## src/rtl/led_display_arbiter.sv

```systemverilog
// Frame-aligned arbiter that shares one LED nibble display between NUM_REQ requesters.
// Round-robin by default; define LED_ARB_FIXED_PRIO_EN for lowest-index-wins priority.
module led_display_arbiter #(
    parameter int          NUM_REQ    = 4,
    parameter int          MIN_FRAMES = 1,
    parameter logic [31:0] IDLE_VALUE = 32'h0000_0000
) (
    input  logic                    clk,
    input  logic                    rst_n,
    input  logic                    frame_tick,
    input  logic [NUM_REQ-1:0]      req,
    input  logic [32*NUM_REQ-1:0]   values,
    output logic [31:0]             value,
    output logic [NUM_REQ-1:0]      grant,
    output logic [NUM_REQ-1:0]      done,
    output logic                    busy
);
    // state | meaning
    // IDLE  | nothing granted, display shows IDLE_VALUE
    // HOLD  | one requester owns the display for MIN_FRAMES frames

    localparam int IW = (NUM_REQ > 1) ? $clog2(NUM_REQ) : 1;
    localparam int CW = (MIN_FRAMES > 0) ? $clog2(MIN_FRAMES + 1) : 1;
    localparam logic [CW-1:0] CNT_LOAD = CW'(MIN_FRAMES);
    localparam logic [CW-1:0] CNT_ONE  = CW'(1);

    typedef enum logic {IDLE, HOLD} state_t;

    state_t               state_q, state_d;
    logic [NUM_REQ-1:0]   grant_q, grant_d;
    logic [NUM_REQ-1:0]   done_q, done_d;
    logic [31:0]          value_q, value_d;
    logic [CW-1:0]        cnt_q, cnt_d;
    logic [IW-1:0]        start;
    logic [IW-1:0]        win;
    logic [IW-1:0]        idx;
    logic                 found;
    logic [31:0]          win_value;

`ifdef LED_ARB_FIXED_PRIO_EN
    assign start = '0;
`else
    logic [IW-1:0]        ptr_q, ptr_d;
    assign start = ptr_q;
`endif

    // Walk from the farthest offset down so the nearest requester to start wins.
    always_comb begin
        found = 1'b0;
        win   = '0;
        idx   = '0;
        for (int k = NUM_REQ - 1; k >= 0; k--) begin
            idx = IW'((int'(start) + k) % NUM_REQ);
            if (req[idx]) begin
                found = 1'b1;
                win   = idx;
            end
        end
    end

    always_comb begin
        win_value = IDLE_VALUE;
        for (int k = 0; k < NUM_REQ; k++) begin
            if (k == int'(win)) win_value = values[32*k +: 32];
        end
    end

    always_ff @(posedge clk or negedge rst_n) begin
        if (!rst_n) begin
            state_q <= IDLE;
            grant_q <= '0;
            done_q  <= '0;
            value_q <= IDLE_VALUE;
            cnt_q   <= '0;
`ifndef LED_ARB_FIXED_PRIO_EN
            ptr_q   <= '0;
`endif
        end else begin
            state_q <= state_d;
            grant_q <= grant_d;
            done_q  <= done_d;
            value_q <= value_d;
            cnt_q   <= cnt_d;
`ifndef LED_ARB_FIXED_PRIO_EN
            ptr_q   <= ptr_d;
`endif
        end
    end

    always_comb begin
        state_d = state_q;
        grant_d = grant_q;
        done_d  = '0;
        value_d = value_q;
        cnt_d   = cnt_q;
`ifndef LED_ARB_FIXED_PRIO_EN
        ptr_d   = ptr_q;
`endif
        if (frame_tick) begin
            // A hold that ends on this tick frees the display for re-arbitration.
            if (state_q == HOLD && cnt_q > CNT_ONE) begin
                cnt_d = cnt_q - CNT_ONE;
            end else begin
                if (state_q == HOLD) done_d = grant_q;
                if (found) begin
                    state_d = HOLD;
                    grant_d = NUM_REQ'(1) << win;
                    value_d = win_value;
                    cnt_d   = CNT_LOAD;
`ifndef LED_ARB_FIXED_PRIO_EN
                    ptr_d   = IW'((int'(win) + 1) % NUM_REQ);
`endif
                end else begin
                    state_d = IDLE;
                    grant_d = '0;
                    value_d = IDLE_VALUE;
                    cnt_d   = '0;
                end
            end
        end
    end

    assign value = value_q;
    assign grant = grant_q;
    assign done  = done_q;
    assign busy  = (state_q == HOLD);

endmodule

```

## config.mk

```make
export PLATFORM = sky130hd
export DESIGN_NAME = led_display_arbiter
export DESIGN_NICKNAME = d
export VERILOG_FILES = /design/src/rtl/led_display_arbiter.sv
export SDC_FILE = /design/constraint.sdc
export NUM_CORES = 1
export LEC_CHECK = 0
export BUFFER_PORTS_ARGS = -buffer_cell sky130_fd_sc_hd__buf_2
export CAP_MARGIN = 20
export CORE_UTILIZATION = 35
export DETAILED_ROUTE_END_ITERATION = 6
export PLACE_DENSITY = 0.67
export SLEW_MARGIN = 20
export SYNTH_ARGS = -nofsm -noshare
export SYNTH_HDL_FRONTEND = slang
export SYNTH_SLANG_ARGS = --single-unit
export TNS_END_PERCENT = 10
```

## constraint.sdc

```tcl
create_clock -name clk -period 2.35 [get_ports clk]
set_input_delay 0.47 -clock clk [delete_from_list [all_inputs] [get_ports clk]]
set_output_delay 0.47 -clock clk [all_outputs]
set_load 0.01 [all_outputs]
```

==> reports/metrics.yaml <==
whs_endpoint: "value[6]$_DFFE_PN0P_"
fp.dieH_um: 85.6
finalCritPeriodShare_pct: 90.5
post-route-util_pct: 52.5
synth-xor-area-share_pct: 0
seq_power_share_pct: 33.1
dieArea_sq_mm: 0.00733
grt_max_degree: 43
fp-row-count: 30
clk_path_buf_depth: 2
area.sequential_sq_mm: 0.00108
ys_seq_area_share_pct: 43.9
cp-end-kind: "flop"
synth.cell_area_sq_mm: 0.00245
antenna_found_initial: 0
core_area_sq_mm: 0.00679
rsz0062_at_grt: "false"
syn_inst: 245
synth-main-ff-cell: "dfrtp_1"
cpPeakStageDelay_ns: 0.42
synth-adder-area-share_pct: 2.04
grt_pass1_vias: 2684
cts_made_buffers: 5
htree_levels: 2
worstRegToRegCells: 7
hold_ws_ns: 0.456
power.switching_mw: 1.49
min_path_cells: 3
maxCapViolations: 0
p_leak_nw: 1.81
worst-path-buf-inv: 1
startpoint_type: "flop"
cts_setup_buffers: 0
grt_pass1_wl_um: 12300
ios: 176
drc: 0
worst_slew_pin_slew_ns: 0.805
power_frac_comb_pct: 53.1
portBuffers: 175
wl_per_cell_um: 14.9
tritoncts: "built"
finClkSkew_ns: 0.00362
critPathMaxFanout: 11
setup_tns_ns: 0
crit_chain: "a21boi_0 > o32a_1 > ha_1 > or2_1 > buf_4 > a221oi_1 > o22ai_1"
crit_family: "compound AO/OA/AOI/OAI gates"
p_sw_share_pct: 40.3
hpwl_um: 5540
diodes: 0
grt.total_usage_pct: 21.0
critPathKind: "reg -> reg"
first_pass_iters: 4
worstPathArrival_ns: 2.29
outcome: "finished clean"
cts.sinks: 43
fin_nets: 555
start_util_pct: 36.0
area_growth_pct: 45.7
gp_congestion: 0.773
synth_edf_count: 0
power.density_mw_per_mm2: 1030
num_vias: 2708
reg2reg_from: "ptr_q[1]$_DFFE_PN0P_"
required_ns: 2.51
vias_per_cell: 5.28
gr-total-overflow: 0
synth-simple-area-share_pct: 4.96
die_w_um: 85.6
maxSlewHeadroom_pct: 46.3
clk-insertion-delay-late_ns: 0.29
period_needed_ns: 2.13
syn_nets: 384
final_cell_mix: "175 x buf_2, 43 x dfrtp_1, 39 x inv_1, 32 x a221oi_1, 32 x o22ai_1"
avgSynthCellArea_sq_um: 9.99
synth_top_family_by_area: "compound AO/OA/AOI/OAI gates"
clkPwrFrac_pct: 13.8
multi_input_area_sq_mm: 0.00109
synthMuxAreaShare_pct: 0
yosys_register_bits: 43
wl_um: 7650
yosys_warnings: 0
fillCellCount: 636
fmax_mhz: 470
clk_pin_slew_ns: 0.08
drive_gt1_share_pct: 50.4
hp-class: "in -> reg"
ant_nets: 0
irDropWorstVdd_mv: 0.484
final_common_cell: "buf_2"
drt_iter0_markers: 82
setup_violations: 0
timing.rr.end: "value[3]$_DFFE_PN0P_"
timing.critical_path.slowest_stage_cell: "dfrtp_1"
slew_violations: 0
p_int_mw: 2.20
r2r_slack_ns: 0.22
p_total_mw: 3.69
finalHoldViolCount: 0
ys_types: 28
min-delay-start: "values[6]"
ys_async_sr_fraction_pct: 100
synth_compound_area_share_pct: 37.4
cts_root_buffer: "clkbuf_8"
[layout make-up]
cell class	instances	share of cell area, %
clock buffers	8	2.81
inverters	39	4.10
multi-input cells	136	30.5
flip-flops and latches	43	30.2
well taps	96	3.37
repair buffers	191	29.0
[power by group through the flow]
| stage | Combinational (mW) | Clock, mW | Sequential [mW] |
|---|---|---|---|
| after global routing | 2.16 | 0.560 | 1.26 |
| final | 1.96 | 0.510 | 1.22 |
| after detailed placement | 1.98 | 0 | 1.23 |
| after global placement | 1.94 | 0 | 1.22 |
| after CTS | 1.98 | 0.532 | 1.22 |
| after floorplan | 1.02 | 0 | 1.37 |
[through the flow]
| stage | std cells | area (sq um) | setup WS [ns] |
|---|---|---|---|
| 5_1_grt | 513 | 3570 | 0.0364 |
| 3_5_place_dp | 504 | 3460 | 0.0357 |
| 3_3_place_gp | 504 | 3460 | 0.115 |
| 4_1_cts | 513 | 3570 | 0.193 |
| 6_report | 513 | 3570 | 0.222 |
| 2_1_floorplan | 245 | 2450 | 0.234 |
[worst register-to-register path, cell delays in order (launching register included)]
cell and delay, ns:
dfrtp_1 0.42, a21boi_0 0.15, o32a_1 0.37, ha_1 0.25, or2_1 0.27, buf_4 0.20
a221oi_1 0.24, o22ai_1 0.10
[flip-flops by register name, indices dropped and copies added, names as in the netlist]
name   flops
value     32
done       4
grant      4
ptr_q      2
busy       1
[worst max path at each step]
| stage | slack, ns | from | to | cells past startpoint |
|---|---|---|---|---|
| final | 0.22 | ptr_q[1]$_DFFE_PN0P_ | value[3]$_DFFE_PN0P_ | 7 |
| after detailed placement | 0.04 | req[3] | value[3]$_DFFE_PN0P_ | 9 |
| after CTS | 0.19 | ptr_q[1]$_DFFE_PN0P_ | value[3]$_DFFE_PN0P_ | 7 |
| after floorplan | 0.23 | req[3] | value[16]$_DFFE_PN0P_ | 9 |
| after global placement | 0.12 | req[3] | value[30]$_DFFE_PN0P_ | 9 |
| after global routing | 0.04 | ptr_q[1]$_DFFE_PN0P_ | value[30]$_DFFE_PN0P_ | 7 |
[cell families after synthesis]
kind of cell,Yosys count
AOI/OAI and AO/OA,109
buffers and inverters,66
DFF,43
and+or+nand+nor,23
adders and majority gates,4
[metal layers]
layer	track usage [%]	vias up	wire, um
met5	0	-	0
met2	38.5	111	3970
met4	6.67	0	129
li1	-	1298	-
met3	4.23	11	399
met1	24.6	1288	3160
[Yosys cell counts, types with 2 or more instances]
master	count	share of area (%)
ha_1	4	2.0
clkbuf_1	13	2.0
o221ai_1	21	7.5
a31oi_1	2	0.51
and3_1	4	1.0
buf_6	4	1.8
nand2_1	8	1.2
buf_2	7	1.4
a221oi_1	32	11
o32ai_1	2	0.72
o221ai_2	10	6.1
o22ai_1	32	8.2
buf_1	3	0.46
inv_1	39	6.0
nand2b_1	3	0.77
o21ai_0	5	1.0
dfrtp_1	43	44
nor2_1	3	0.46
[what timing repair did]
| action | CTS | global route |
|---|---|---|
| endpoints found under the hold margin | 5 | 0 |
| resized for setup | 0 | 0 |
| hold buffers | 1 | 0 |
Note: power is estimated with default switching activity, not from simulation.
